## config.mk

```make
export PLATFORM = sky130hd
export DESIGN_NAME = dispatch_ctrl
export DESIGN_NICKNAME = d
export VERILOG_FILES = /design/src/rtl/dispatch_ctrl_pkg.sv /design/src/rtl/dispatch_ctrl_decoder.sv /design/src/rtl/dispatch_ctrl.sv
export SDC_FILE = /design/constraint.sdc
export NUM_CORES = 1
export LEC_CHECK = 0
export BUFFER_PORTS_ARGS = -buffer_cell sky130_fd_sc_hd__buf_2
export CAP_MARGIN = 20
export CORE_ASPECT_RATIO = 0.5
export CORE_MARGIN = 2
export CORE_UTILIZATION = 50
export DETAILED_ROUTE_END_ITERATION = 12
export PLACE_DENSITY = 0.72
export SLEW_MARGIN = 30
export SYNTH_ARGS = -nofsm -noshare
export SYNTH_HDL_FRONTEND = slang
export SYNTH_HIERARCHICAL = 1
export SYNTH_SLANG_ARGS = --single-unit
```

## constraint.sdc

```tcl
create_clock -name clk -period 4.8 [get_ports clk]
set_input_delay 0.48 -clock clk [delete_from_list [all_inputs] [get_ports clk]]
set_output_delay 0.48 -clock clk [all_outputs]
set_load 0.005 [all_outputs]
```

## src/rtl/dispatch_ctrl_pkg.sv

```systemverilog
// Shared definitions for the dispatch controller: decoded op codes, op types,
// the NULL register id and the dispatch FSM state encoding.
package dispatch_ctrl_pkg;

    typedef enum logic [5:0] {
        OP_NOP = 6'd0,
        OP_LUI, OP_AUIPC, OP_JAL, OP_JALR,
        OP_BEQ, OP_BNE, OP_BLT, OP_BGE, OP_BLTU, OP_BGEU,
        OP_LB, OP_LH, OP_LW, OP_LBU, OP_LHU,
        OP_SB, OP_SH, OP_SW,
        OP_ADDI, OP_SLTI, OP_SLTIU, OP_XORI, OP_ORI, OP_ANDI,
        OP_SLLI, OP_SRLI, OP_SRAI,
        OP_ADD, OP_SUB, OP_SLL, OP_SLT, OP_SLTU,
        OP_XOR, OP_SRL, OP_SRA, OP_OR, OP_AND
    } op_t;

    // TYPE_NONE marks an illegal or unknown instruction word.
    typedef enum logic [2:0] {
        TYPE_NONE = 3'd0,
        IType     = 3'd1,
        ILoadType = 3'd2,
        SType     = 3'd3,
        BType     = 3'd4,
        UType     = 3'd5,
        JType     = 3'd6,
        RType     = 3'd7
    } optype_t;

    localparam logic [5:0] REG_NULL = 6'd32;

    typedef enum logic [1:0] {
        ST_EMPTY = 2'd0,
        ST_HOLD  = 2'd1,
        ST_HALT  = 2'd2
    } state_t;

endpackage

```

## src/rtl/dispatch_ctrl_decoder.sv

```systemverilog
// Combinational RV32I decoder: op code, op type, immediate and register ids.
// Register fields not used by the format are reported as REG_NULL.
module dispatch_ctrl_decoder
    import dispatch_ctrl_pkg::*;
(
    input  logic [31:0] inst,
    output op_t         op,
    output optype_t     typ,
    output logic [31:0] imm,
    output logic [5:0]  rs1,
    output logic [5:0]  rs2,
    output logic [5:0]  rd
);

    logic [2:0]  f3;
    logic [6:0]  f7;
    logic [5:0]  f_rs1, f_rs2, f_rd;
    logic [31:0] imm_i, imm_s, imm_b, imm_u, imm_j;

    assign f3    = inst[14:12];
    assign f7    = inst[31:25];
    assign f_rs1 = {1'b0, inst[19:15]};
    assign f_rs2 = {1'b0, inst[24:20]};
    assign f_rd  = {1'b0, inst[11:7]};
    assign imm_i = {{20{inst[31]}}, inst[31:20]};
    assign imm_s = {{20{inst[31]}}, inst[31:25], inst[11:7]};
    assign imm_b = {{19{inst[31]}}, inst[31], inst[7], inst[30:25], inst[11:8], 1'b0};
    assign imm_u = {inst[31:12], 12'd0};
    assign imm_j = {{11{inst[31]}}, inst[31], inst[19:12], inst[20], inst[30:21], 1'b0};

    always_comb begin
        // NOTE: every output gets a default first so no path through the case infers a latch.
        op  = OP_NOP;
        typ = TYPE_NONE;
        case (inst[6:0])
            7'b0110111: begin op = OP_LUI;   typ = UType; end
            7'b0010111: begin op = OP_AUIPC; typ = UType; end
            7'b1101111: begin op = OP_JAL;   typ = JType; end
            7'b1100111: if (f3 == 3'b000) begin op = OP_JALR; typ = JType; end
            7'b1100011: begin
                typ = BType;
                case (f3)
                    3'b000:  op = OP_BEQ;
                    3'b001:  op = OP_BNE;
                    3'b100:  op = OP_BLT;
                    3'b101:  op = OP_BGE;
                    3'b110:  op = OP_BLTU;
                    3'b111:  op = OP_BGEU;
                    default: typ = TYPE_NONE;
                endcase
            end
            7'b0000011: begin
                typ = ILoadType;
                case (f3)
                    3'b000:  op = OP_LB;
                    3'b001:  op = OP_LH;
                    3'b010:  op = OP_LW;
                    3'b100:  op = OP_LBU;
                    3'b101:  op = OP_LHU;
                    default: typ = TYPE_NONE;
                endcase
            end
            7'b0100011: begin
                typ = SType;
                case (f3)
                    3'b000:  op = OP_SB;
                    3'b001:  op = OP_SH;
                    3'b010:  op = OP_SW;
                    default: typ = TYPE_NONE;
                endcase
            end
            7'b0010011: begin
                typ = IType;
                case (f3)
                    3'b000: op = OP_ADDI;
                    3'b010: op = OP_SLTI;
                    3'b011: op = OP_SLTIU;
                    3'b100: op = OP_XORI;
                    3'b110: op = OP_ORI;
                    3'b111: op = OP_ANDI;
                    3'b001: if (f7 == 7'b0000000) op = OP_SLLI; else typ = TYPE_NONE;
                    default: begin
                        if (f7 == 7'b0000000)      op = OP_SRLI;
                        else if (f7 == 7'b0100000) op = OP_SRAI;
                        else                       typ = TYPE_NONE;
                    end
                endcase
            end
            7'b0110011: begin
                typ = RType;
                case ({f7, f3})
                    10'b0000000_000: op = OP_ADD;
                    10'b0100000_000: op = OP_SUB;
                    10'b0000000_001: op = OP_SLL;
                    10'b0000000_010: op = OP_SLT;
                    10'b0000000_011: op = OP_SLTU;
                    10'b0000000_100: op = OP_XOR;
                    10'b0000000_101: op = OP_SRL;
                    10'b0100000_101: op = OP_SRA;
                    10'b0000000_110: op = OP_OR;
                    10'b0000000_111: op = OP_AND;
                    default:         typ = TYPE_NONE;
                endcase
            end
            default: ;
        endcase
    end

    always_comb begin
        imm = '0;
        rs1 = REG_NULL;
        rs2 = REG_NULL;
        rd  = REG_NULL;
        case (typ)
            IType: begin
                // Shift-immediates carry only the 5-bit shift amount.
                imm = (op inside {OP_SLLI, OP_SRLI, OP_SRAI}) ? {27'd0, inst[24:20]} : imm_i;
                rs1 = f_rs1;
                rd  = f_rd;
            end
            ILoadType: begin imm = imm_i; rs1 = f_rs1; rd = f_rd; end
            SType:     begin imm = imm_s; rs1 = f_rs1; rs2 = f_rs2; end
            BType:     begin imm = imm_b; rs1 = f_rs1; rs2 = f_rs2; end
            UType:     begin imm = imm_u; rd = f_rd; end
            JType: begin
                rd = f_rd;
                if (op == OP_JALR) begin
                    imm = imm_i;
                    rs1 = f_rs1;
                end else begin
                    imm = imm_j;
                end
            end
            RType:     begin rs1 = f_rs1; rs2 = f_rs2; rd = f_rd; end
            default: ;
        endcase
    end

endmodule

```

## src/rtl/dispatch_ctrl.sv

```systemverilog
// Dispatch controller: pops one IQ word per cycle into a one-entry hold
// register, then allocates a ROB tag and issues it to the RS or the LSB.
module dispatch_ctrl
    import dispatch_ctrl_pkg::*;
#(
    parameter int ROB_W = 4
) (
    input  logic             clk,
    input  logic             rst_n,
    input  logic             rdy_in,
    input  logic             flush_in,
    input  logic             iq_valid_in,
    input  logic [31:0]      iq_inst_in,
    input  logic [31:0]      iq_pc_in,
    input  logic             iq_pred_in,
    output logic             iq_pop_out,
    input  logic             rob_full_in,
    input  logic [ROB_W-1:0] rob_tag_in,
    input  logic             rs_full_in,
    input  logic             lsb_full_in,
    output logic             rob_alloc_out,
    output logic             rs_issue_out,
    output logic             lsb_issue_out,
    output logic             rf_rename_out,
    output logic [5:0]       op_out,
    output logic [2:0]       type_out,
    output logic [31:0]      imm_out,
    output logic [31:0]      pc_out,
    output logic             pred_out,
    output logic [5:0]       rs1_out,
    output logic [5:0]       rs2_out,
    output logic [5:0]       rd_out,
    output logic [ROB_W-1:0] tag_out
);

    state_t state_q, state_d;

    op_t         dec_op;
    optype_t     dec_type;
    logic [31:0] dec_imm;
    logic [5:0]  dec_rs1, dec_rs2, dec_rd;

    op_t              op_q;
    optype_t          type_q;
    logic [31:0]      imm_q, pc_q;
    logic             pred_q;
    logic [5:0]       rs1_q, rs2_q, rd_q;
    logic [ROB_W-1:0] tag_q;

    logic to_lsb, unit_full, issue, pop;

    dispatch_ctrl_decoder u_decoder (
        .inst (iq_inst_in),
        .op   (dec_op),
        .typ  (dec_type),
        .imm  (dec_imm),
        .rs1  (dec_rs1),
        .rs2  (dec_rs2),
        .rd   (dec_rd)
    );

    assign to_lsb    = (type_q == ILoadType) || (type_q == SType);
    assign unit_full = to_lsb ? lsb_full_in : rs_full_in;
    assign issue     = (state_q == ST_HOLD) && rdy_in && !flush_in && !rob_full_in && !unit_full;
    // Popping while issuing replaces the held entry at the same edge: no bubble.
    assign pop       = rdy_in && !flush_in && iq_valid_in && ((state_q == ST_EMPTY) || issue);

    always_ff @(posedge clk or negedge rst_n) begin
        // NOTE: sequential state uses non-blocking assignments so every register samples pre-edge values.
        if (!rst_n) state_q <= ST_EMPTY;
        else        state_q <= state_d;
    end

    always_comb begin
        state_d = state_q;
        if (rdy_in) begin
            if (flush_in)   state_d = ST_EMPTY;
            else if (pop)   state_d = (dec_type == TYPE_NONE) ? ST_HALT : ST_HOLD;
            else if (issue) state_d = ST_EMPTY;
        end
    end

    always_comb begin
        iq_pop_out    = pop;
        rob_alloc_out = issue;
        lsb_issue_out = issue && to_lsb;
        rs_issue_out  = issue && !to_lsb;
        rf_rename_out = issue && (rd_q != REG_NULL) && (rd_q != 6'd0);
    end

    always_ff @(posedge clk or negedge rst_n) begin
        // NOTE: the payload is reset as well so the backend never sees X before the first pop.
        if (!rst_n) begin
            op_q   <= OP_NOP;
            type_q <= TYPE_NONE;
            imm_q  <= '0;
            pc_q   <= '0;
            pred_q <= 1'b0;
            rs1_q  <= REG_NULL;
            rs2_q  <= REG_NULL;
            rd_q   <= REG_NULL;
            tag_q  <= '0;
        end else if (pop) begin
            op_q   <= dec_op;
            type_q <= dec_type;
            imm_q  <= dec_imm;
            pc_q   <= iq_pc_in;
            pred_q <= iq_pred_in;
            rs1_q  <= dec_rs1;
            rs2_q  <= dec_rs2;
            rd_q   <= dec_rd;
            tag_q  <= rob_tag_in;
        end else if (rdy_in && !flush_in && (state_q == ST_HOLD)) begin
            // Follow the ROB tail while waiting for a free slot.
            tag_q  <= rob_tag_in;
        end
    end

    assign op_out   = op_q;
    assign type_out = type_q;
    assign imm_out  = imm_q;
    assign pc_out   = pc_q;
    assign pred_out = pred_q;
    assign rs1_out  = rs1_q;
    assign rs2_out  = rs2_q;
    assign rd_out   = rd_q;
    assign tag_out  = tag_q;

endmodule

```

==> results of run 1 <==
[cells in the mapped netlist (2+ instances only)]
master,number
sky130_fd_sc_hd__and4b_1,3
sky130_fd_sc_hd__a211oi_1,2
sky130_fd_sc_hd__buf_4,2
sky130_fd_sc_hd__xnor2_1,2
sky130_fd_sc_hd__and2_1,15
sky130_fd_sc_hd__o21a_1,6
sky130_fd_sc_hd__o211ai_2,30
sky130_fd_sc_hd__and3_1,2
sky130_fd_sc_hd__nand2b_1,7
sky130_fd_sc_hd__and3b_1,2
sky130_fd_sc_hd__dfrtp_1,95
sky130_fd_sc_hd__and2b_1,2
sky130_fd_sc_hd__a21o_1,12
sky130_fd_sc_hd__or3_1,5
sky130_fd_sc_hd__mux2i_1,94
sky130_fd_sc_hd__a31oi_1,3
sky130_fd_sc_hd__nand3_1,3
sky130_fd_sc_hd__a22o_1,5
sky130_fd_sc_hd__nand4_1,2
sky130_fd_sc_hd__a21oi_1,9
sky130_fd_sc_hd__o22ai_1,3
sky130_fd_sc_hd__nor4_1,2
sky130_fd_sc_hd__nor2_1,14
sky130_fd_sc_hd__or2_2,3
sky130_fd_sc_hd__inv_1,8
sky130_fd_sc_hd__o31ai_1,2
sky130_fd_sc_hd__nor3_1,7
sky130_fd_sc_hd__buf_2,26
sky130_fd_sc_hd__buf_6,7
sky130_fd_sc_hd__a21boi_0,5
sky130_fd_sc_hd__nor2b_1,100
sky130_fd_sc_hd__o2111ai_1,93
sky130_fd_sc_hd__o211ai_1,64
sky130_fd_sc_hd__nand2_1,113
sky130_fd_sc_hd__mux2_2,4
sky130_fd_sc_hd__o21ai_1,9
sky130_fd_sc_hd__dfstp_2,3
sky130_fd_sc_hd__o21ai_0,16
sky130_fd_sc_hd__clkbuf_1,68
[stage by stage]
stage / total power, mW / utilization [%] / hold slack, ps / instances
after floorplan: 1.44 / - / 184 / 876
after global placement: 1.69 / 55.9 / 487 / 1160
after detailed placement: 1.72 / 56.1 / 490 / 1161
after CTS: 2.49 / 58.2 / 294 / 1177
after global routing: 2.61 / 58.4 / 166 / 1178
final: 2.47 / 58.4 / 131 / 1178
[worst max path at each step]
stage | end | startpoint | slack, ps | cells after the start
finish | iq_pop_out | type_out[2] | 1700 | 4
global route | imm_out[6] | iq_inst_in[28] | 1460 | 11
CTS | iq_pop_out | type_out[2] | 1690 | 4
detailed placement | imm_out[6] | iq_inst_in[13] | 1450 | 11
global placement | imm_out[8] | iq_inst_in[13] | 1530 | 11
floorplan | imm_out[31] | iq_inst_in[3] | 2100 | 13
[report_power, final]
group,switching (mW),total (mW),internal [mW]
Clock,0.329,0.763,0.435
Combinational,0.333,0.630,0.297
Sequential,0.113,1.08,0.962
Total,0.774,2.47,1.69
[cell families (layout without fill, tap and decap cells)]
kind of cell / Yosys count / after routing / share of synthesized area [%]
and+or+nand+nor: 291 / 291 / 19.7
adders and majority gates: 1 / 1 / 0.128
xor gates and xnor gates: 3 / 3 / 0.336
muxes: 98 / 98 / 12.6
DFF: 98 / 98 / 31.4
AOI/OAI and AO/OA: 273 / 273 / 29.2
buffers and inverters: 112 / 210 / 6.57
[registers in the layout (all words and copies together) (netlist names)]
name	count
rs1_out	6
pc_out	32
pred_out	1
type_out	3
imm_out	32
op_out	6
state_q	2
rs2_out	6
tag_out	4
rd_out	6
[worst register-to-register path, stage by stage (launching register included)]
cell	delay, ps
sky130_fd_sc_hd__dfrtp_1	520
sky130_fd_sc_hd__or4b_4	600
sky130_fd_sc_hd__o21a_4	810
sky130_fd_sc_hd__buf_4	590
sky130_fd_sc_hd__o211ai_1	210
[routing by layer]
layer  part of all wire [%]  global-route usage, %  wire (um)  up-vias
met1                     47                   39.2      10700     3751
li1                       -                      -          -     3477
met3                    6.0                   4.48       1370       17
met5                      0                      0          0        -
met2                     46                   42.8      10600      244
met4                    1.0                   6.25        233        0
[area by class of cell]
cell class                      instances  area [sq um]  area share [%]
Timing Repair Buffer                  186          1010            11.3
Inverter                                8          30.0           0.336
Tap cell                              204           255            2.85
Clock inverter                          5          62.6           0.699
Clock buffer                           11           253            2.82
Sequential cell                        98          2460            27.5
Multi-Input combinational cell        666          4880            54.5
==> flow_results.xml, run 1 <==
<?xml version="1.0" encoding="UTF-8"?>
<metrics>
  <group name="outcome">
    <metric name="run_status" unit="">finished clean</metric>
  </group>
  <group name="synthesis">
    <metric name="ys_warnings" unit="">6</metric>
    <metric name="post_synth_instance_area" unit="sq mm">0.00781</metric>
    <metric name="synthesis.instances" unit="">876</metric>
    <metric name="synth.distinct_cells" unit="">67</metric>
    <metric name="synth_ff_type" unit="">sky130_fd_sc_hd__dfrtp_1</metric>
    <metric name="synth-seq-area-share" unit="%">31.4</metric>
    <metric name="async_reset_ff_share" unit="%">100</metric>
    <metric name="synth_seq_cells" unit="">98</metric>
    <metric name="synth_top_area_share" unit="%">30.4</metric>
    <metric name="syn_nets" unit="">953</metric>
    <metric name="synth_top_cells_by_area" unit="">sky130_fd_sc_hd__dfrtp_1 30%, sky130_fd_sc_hd__mux2i_1 12%, sky130_fd_sc_hd__o2111ai_1 10%, sky130_fd_sc_hd__nor2b_1 8.0%, sky130_fd_sc_hd__o211ai_1 6.2%</metric>
    <metric name="yosysTopAreaCell" unit="">sky130_fd_sc_hd__dfrtp_1</metric>
    <metric name="avgSynthCellArea" unit="sq um">8.92</metric>
    <metric name="edff_count_synth" unit="">0</metric>
  </group>
  <group name="cts">
    <metric name="post_cts.resized_instances" unit="">0</metric>
    <metric name="worst_skew_pair.late_latency" unit="ps">340</metric>
    <metric name="clkSlewWorstSetupHoldPaths" unit="ps">70</metric>
    <metric name="max-clock-path-buffers" unit="">2</metric>
    <metric name="cts_sinks" unit="">98</metric>
    <metric name="cts_inserted_buffers" unit="">9</metric>
    <metric name="cts_post_setup_buffers_inserted" unit="">0</metric>
    <metric name="cts_hold_repair.buffers" unit="">0</metric>
    <metric name="cts_root_buffer" unit="">sky130_fd_sc_hd__clkbuf_16</metric>
    <metric name="cts_tree" unit="">built</metric>
    <metric name="cts.htree.levels" unit="">3</metric>
  </group>
  <group name="worst_setup_path">
    <metric name="required" unit="ps">4320</metric>
    <metric name="internal_reg_to_reg_setup_slack" unit="ps">1930</metric>
    <metric name="timing.rr.end" unit="">imm_out[6]</metric>
    <metric name="critical_path_peak_fanout" unit="">56</metric>
    <metric name="cp-start-kind" unit="">flop</metric>
    <metric name="worst_setup_path_end_kind" unit="">primary output</metric>
    <metric name="cp_slowest_stage_delay" unit="ps">810</metric>
    <metric name="rr_startpoint" unit="">type_out[2]</metric>
    <metric name="worst_r2r_path_depth" unit="">4</metric>
    <metric name="path_cells" unit="">or4b_4 &gt; o21a_4 &gt; a21oi_1 &gt; buf_2</metric>
    <metric name="critPathKind" unit="">flop to primary output</metric>
    <metric name="worst_path_dominant_cell_family" unit="">compound AO/OA/AOI/OAI gates</metric>
    <metric name="crit_slowest_cell" unit="">sky130_fd_sc_hd__o21a_4</metric>
    <metric name="arrival" unit="ps">2620</metric>
    <metric name="crit_buf_inv" unit="">1</metric>
  </group>
  <group name="global_routing">
    <metric name="global_route.overflow_total" unit="">0</metric>
    <metric name="grt_antenna_before_repair" unit="">0</metric>
    <metric name="grt_pass1_wl" unit="um">37300</metric>
    <metric name="pin_count_of_the_biggest_net_entering_global_routing" unit="">186</metric>
    <metric name="first_global_vias" unit="">6990</metric>
    <metric name="track_usage" unit="%">27.2</metric>
  </group>
  <group name="drt">
    <metric name="drc" unit="">0</metric>
    <metric name="route.detailed.vias_per_inst" unit="">6.36</metric>
    <metric name="vias" unit="">7489</metric>
    <metric name="post_drt_wl_per_cell" unit="um">19.5</metric>
    <metric name="drtIter0Drc" unit="">570</metric>
    <metric name="ant_nets" unit="">0</metric>
    <metric name="detail_route.first_pass.iterations" unit="">5</metric>
    <metric name="route.final.wire_length" unit="um">22900</metric>
  </group>
  <group name="pwr">
    <metric name="vdd_drop_max" unit="mV">0.270</metric>
    <metric name="p_leak" unit="nW">3.66</metric>
    <metric name="powerDensity" unit="mW/mm^2">276</metric>
  </group>
  <group name="layout">
    <metric name="final_design_instance_area_without_fill" unit="sq mm">0.00895</metric>
    <metric name="fill_cells" unit="">1368</metric>
    <metric name="num-nets-final" unit="">1046</metric>
    <metric name="area_growth" unit="%">14.6</metric>
    <metric name="antennaDiodeCount" unit="">0</metric>
    <metric name="layout-drive-gt1-share" unit="%">26.1</metric>
    <metric name="layout_commonest_cell" unit="">sky130_fd_sc_hd__buf_2</metric>
    <metric name="most-common-layout-cells" unit="">176 x sky130_fd_sc_hd__buf_2, 113 x sky130_fd_sc_hd__nand2_1, 99 x sky130_fd_sc_hd__nor2b_1, 94 x sky130_fd_sc_hd__mux2i_1, 94 x sky130_fd_sc_hd__dfrtp_1</metric>
  </group>
  <group name="placement">
    <metric name="placed_area" unit="sq mm">0.00860</metric>
    <metric name="hpwlAfterDp" unit="um">14600</metric>
    <metric name="numPortBuffers" unit="">177</metric>
    <metric name="pre_cts_ws" unit="ps">1450</metric>
    <metric name="routabilityCongestion" unit="">0.916</metric>
  </group>
  <group name="hold_path">
    <metric name="worstHoldPathType" unit="">input port to async pin</metric>
  </group>
  <group name="timing">
    <metric name="fmaxAchievable" unit="MHz">322</metric>
    <metric name="tightestPinTransition" unit="ps">998</metric>
    <metric name="layout_min_cycle_time" unit="ps">3100</metric>
    <metric name="final.period_utilization" unit="%">64.7</metric>
    <metric name="clock_skew" unit="ps">4.83</metric>
    <metric name="setup_repair_after_global_routing_missed_its_margin" unit="">no</metric>
    <metric name="fin_ws" unit="ps">1700</metric>
    <metric name="setup_viol_count_final" unit="">0</metric>
    <metric name="timing.final.hold_violations" unit="">0</metric>
    <metric name="finalMaxSlewViolations" unit="">0</metric>
    <metric name="max-slew-margin-rel" unit="%">33.0</metric>
    <metric name="fin_setup_tns" unit="ps">0</metric>
  </group>
  <group name="floorplan">
    <metric name="row_count" unit="">32</metric>
    <metric name="initial_core_util" unit="%">50.9</metric>
    <metric name="die_w" unit="um">181</metric>
    <metric name="floorplan.die_area" unit="sq mm">0.0167</metric>
    <metric name="core_area" unit="sq mm">0.0153</metric>
    <metric name="floorplan.die.height" unit="um">92.4</metric>
    <metric name="design.portCount" unit="">178</metric>
  </group>
  <group name="run">
    <metric name="drv.max_cap_violation_count" unit="">0</metric>
  </group>
</metrics>
Note: power is estimated with default switching activity, not from simulation.
==> run 2, diff against run 1 <==
Settings changed: PLACE_DENSITY 0.72 to 0.75.
Clock period 4.8 ns to 2.62 ns, I/O delays scaled along.
==> run 2 against run 1 <==
  * Count of clock-buffer cells in the layout shrank 1
  * Clock skew is 6.9 ps higher
  * Final cell count is 5.0% higher
  * Critical endpoint is now imm_out[7]
==> flow_results.xml, run 2 (same netlist as run 1, synthesis figures left out) <==
<?xml version="1.0" encoding="UTF-8"?>
<metrics>
  <group name="outcome">
    <metric name="run_status" unit="">finished clean</metric>
  </group>
  <group name="layout">
    <metric name="fill_cells" unit="">1352</metric>
    <metric name="layoutNonFillerInstCount" unit="">1237</metric>
    <metric name="antennaDiodeCount" unit="">0</metric>
    <metric name="area_growth" unit="%">21.0</metric>
    <metric name="layout-drive-gt1-share" unit="%">30.4</metric>
    <metric name="num-nets-final" unit="">1105</metric>
    <metric name="most-common-layout-cells" unit="">176 x sky130_fd_sc_hd__buf_2, 113 x sky130_fd_sc_hd__nand2_1, 99 x sky130_fd_sc_hd__nor2b_1, 94 x sky130_fd_sc_hd__mux2i_1, 94 x sky130_fd_sc_hd__dfrtp_1</metric>
    <metric name="layout_commonest_cell" unit="">sky130_fd_sc_hd__buf_2</metric>
  </group>
  <group name="run">
    <metric name="drv.max_cap_violation_count" unit="">0</metric>
  </group>
  <group name="worst_setup_path">
    <metric name="critPathMostFrequentCell" unit="">sky130_fd_sc_hd__nor2b_1</metric>
    <metric name="required" unit="ps">2890</metric>
    <metric name="critPathKind" unit="">input port to flop</metric>
    <metric name="worst_setup_path_end_kind" unit="">flop</metric>
    <metric name="arrival" unit="ps">2740</metric>
    <metric name="path_cells" unit="">buf_2 &gt; buf_12 &gt; nor2b_1 &gt; o31ai_1 &gt; a221o_2 &gt; a211oi_2 &gt; a221oi_4 &gt; buf_4 &gt; a21boi_0 &gt; nor2b_1 &gt; mux2i_1 &gt; o211ai_1</metric>
    <metric name="crit_slowest_cell" unit="">sky130_fd_sc_hd__nor2b_1</metric>
    <metric name="cp_slowest_stage_delay" unit="ps">410</metric>
    <metric name="cp-start-kind" unit="">input port</metric>
    <metric name="critical_path_peak_fanout" unit="">21</metric>
  </group>
  <group name="floorplan">
    <metric name="floorplan.die.height" unit="um">92.4</metric>
    <metric name="floorplan.die_area" unit="sq mm">0.0167</metric>
    <metric name="die_w" unit="um">181</metric>
    <metric name="row_count" unit="">32</metric>
    <metric name="initial_core_util" unit="%">50.9</metric>
    <metric name="design.portCount" unit="">178</metric>
    <metric name="core_area" unit="sq mm">0.0153</metric>
  </group>
  <group name="cts">
    <metric name="cts_post_setup_buffers_inserted" unit="">0</metric>
    <metric name="cts.htree.levels" unit="">3</metric>
    <metric name="max-clock-path-buffers" unit="">2</metric>
    <metric name="clkSlewWorstSetupHoldPaths" unit="ps">80</metric>
    <metric name="cts_sinks" unit="">98</metric>
    <metric name="worst_skew_pair.late_latency" unit="ps">350</metric>
    <metric name="cts_root_buffer" unit="">sky130_fd_sc_hd__clkbuf_16</metric>
    <metric name="cts_tree" unit="">built</metric>
    <metric name="cts_inserted_buffers" unit="">9</metric>
  </group>
  <group name="placement">
    <metric name="routabilityCongestion" unit="">0.946</metric>
    <metric name="numPortBuffers" unit="">177</metric>
    <metric name="placed_cells" unit="">1220</metric>
    <metric name="pre_cts_ws" unit="ps">-208</metric>
    <metric name="hpwlAfterDp" unit="um">16300</metric>
  </group>
  <group name="timing">
    <metric name="final.period_utilization" unit="%">94.3</metric>
    <metric name="fin_ws" unit="ps">151</metric>
    <metric name="tightestPinTransition" unit="ps">891</metric>
    <metric name="layout_min_cycle_time" unit="ps">2470</metric>
    <metric name="finalMaxSlewViolations" unit="">0</metric>
    <metric name="worst_hold_slack" unit="ps">135</metric>
    <metric name="fmaxAchievable" unit="MHz">405</metric>
    <metric name="setup_viol_count_final" unit="">0</metric>
    <metric name="max-slew-margin-rel" unit="%">40.1</metric>
    <metric name="clock_skew" unit="ps">11.8</metric>
    <metric name="fin_setup_tns" unit="ps">0</metric>
    <metric name="timing.final.hold_violations" unit="">0</metric>
    <metric name="setup_repair_after_global_routing_missed_its_margin" unit="">yes</metric>
  </group>
  <group name="drt">
    <metric name="post_drt_wl_per_cell" unit="um">19.3</metric>
    <metric name="ant_nets" unit="">0</metric>
    <metric name="detail_route.first_pass.iterations" unit="">5</metric>
    <metric name="route.detailed.vias_per_inst" unit="">6.22</metric>
    <metric name="drtIter0Drc" unit="">650</metric>
    <metric name="vias" unit="">7689</metric>
    <metric name="drc" unit="">0</metric>
    <metric name="route.final.wire_length" unit="um">23900</metric>
  </group>
  <group name="pwr">
    <metric name="comb_power_share" unit="%">26.6</metric>
    <metric name="vdd_drop_max" unit="mV">0.347</metric>
    <metric name="power_switching" unit="mW">1.50</metric>
    <metric name="pwr-share-seq" unit="%">43.5</metric>
    <metric name="finalPower" unit="mW">4.54</metric>
    <metric name="cell_internal_pwr" unit="mW">3.05</metric>
    <metric name="netSwitchingFraction" unit="%">33.0</metric>
    <metric name="powerDensity" unit="mW/mm^2">481</metric>
    <metric name="p_leak" unit="nW">3.97</metric>
    <metric name="part_of_the_total_power_dissipated_in_the_clock_network" unit="%">29.9</metric>
  </group>
  <group name="global_routing">
    <metric name="pin_count_of_the_biggest_net_entering_global_routing" unit="">97</metric>
    <metric name="grt_antenna_before_repair" unit="">0</metric>
    <metric name="track_usage" unit="%">28.5</metric>
    <metric name="first_global_vias" unit="">7322</metric>
    <metric name="grt_pass1_wl" unit="um">39100</metric>
    <metric name="global_route.overflow_total" unit="">0</metric>
  </group>
  <group name="hold_path">
    <metric name="worstHoldPathType" unit="">input port to flop</metric>
  </group>
</metrics>
run 2: cell count changes in the layout (fill, tap and decap cells not counted), moves of 2 or more:
| cell | previous run | this run |
|---|---|---|
| sky130_fd_sc_hd__buf_4 | 4 | 59 |
| sky130_fd_sc_hd__buf_12 | 2 | 8 |
| sky130_fd_sc_hd__buf_6 | 3 | 0 |
| sky130_fd_sc_hd__clkinvlp_4 | 2 | 0 |
| sky130_fd_sc_hd__inv_6 | 0 | 2 |
| sky130_fd_sc_hd__inv_8 | 0 | 2 |
run 2: layout make-up:
class | instances | area (sq um) | area share, %
multi-input combinational | 666 | 4890 | 51.7
sequential | 98 | 2460 | 26.0
inverter | 8 | 30.0 | 0.318
tap | 204 | 255 | 2.70
clock buffer | 10 | 239 | 2.53
timing repair buffer | 245 | 1520 | 16.1
clock inverter | 6 | 57.6 | 0.609
run 2: power by group through the flow:
stage	clock network (mW)	registers, mW	logic [mW]
final	1.36	1.98	1.21
after global routing	1.45	2.01	1.32
after CTS	1.38	1.97	1.21
after detailed placement	0	2.00	1.21
after global placement	0	1.98	1.18
after floorplan	0	1.98	0.656
run 2: what timing repair did:
item	in CTS	in global routing
hold endpoints to repair	16	0
endpoints found under the setup margin	0	10
gates resized for setup	0	2
hold buffers	1	0
run 2: through the flow:
stage / utilization (%) / cell area [sq um]
3_5_place_dp: 59.6 / 9130
4_1_cts: 61.6 / 9440
6_report: 61.6 / 9450
5_1_grt: 61.6 / 9450
2_1_floorplan: - / 7810
3_3_place_gp: 59.4 / 9110
run 2: worst max-delay path: cells and delay by family:
family	cells	cell delay, ps
muxes	1	80
and+or+nand+nor	2	590
buffers and inverters	3	470
AOI/OAI and AO/OA	6	1330
run 2: final timing paths:
path | from | to | slack (ps) | cells after the start
min reg2reg | tag_out[1] | tag_out[1] | 510 | 1
max in group asynchronous | rst_n | state_q[0] | 1550 | 3
max reg2reg | type_out[2] | rd_out[0] | 550 | 5
min | rob_tag_in[2] | tag_out[2] | 140 | 2
max | iq_inst_in[14] | imm_out[7] | 150 | 12
min in group asynchronous | rst_n | imm_out[19] | 330 | 2
run 2: per-layer routing:
layer	share of wire, %	wire length [um]	vias to the layer above	global-route usage, %
met5	0	0	-	0
met4	1.8	423	0	6.92
met3	5.6	1330	35	3.85
met2	46	10900	274	44.1
met1	47	11200	3785	42.3
li1	-	-	3595	-
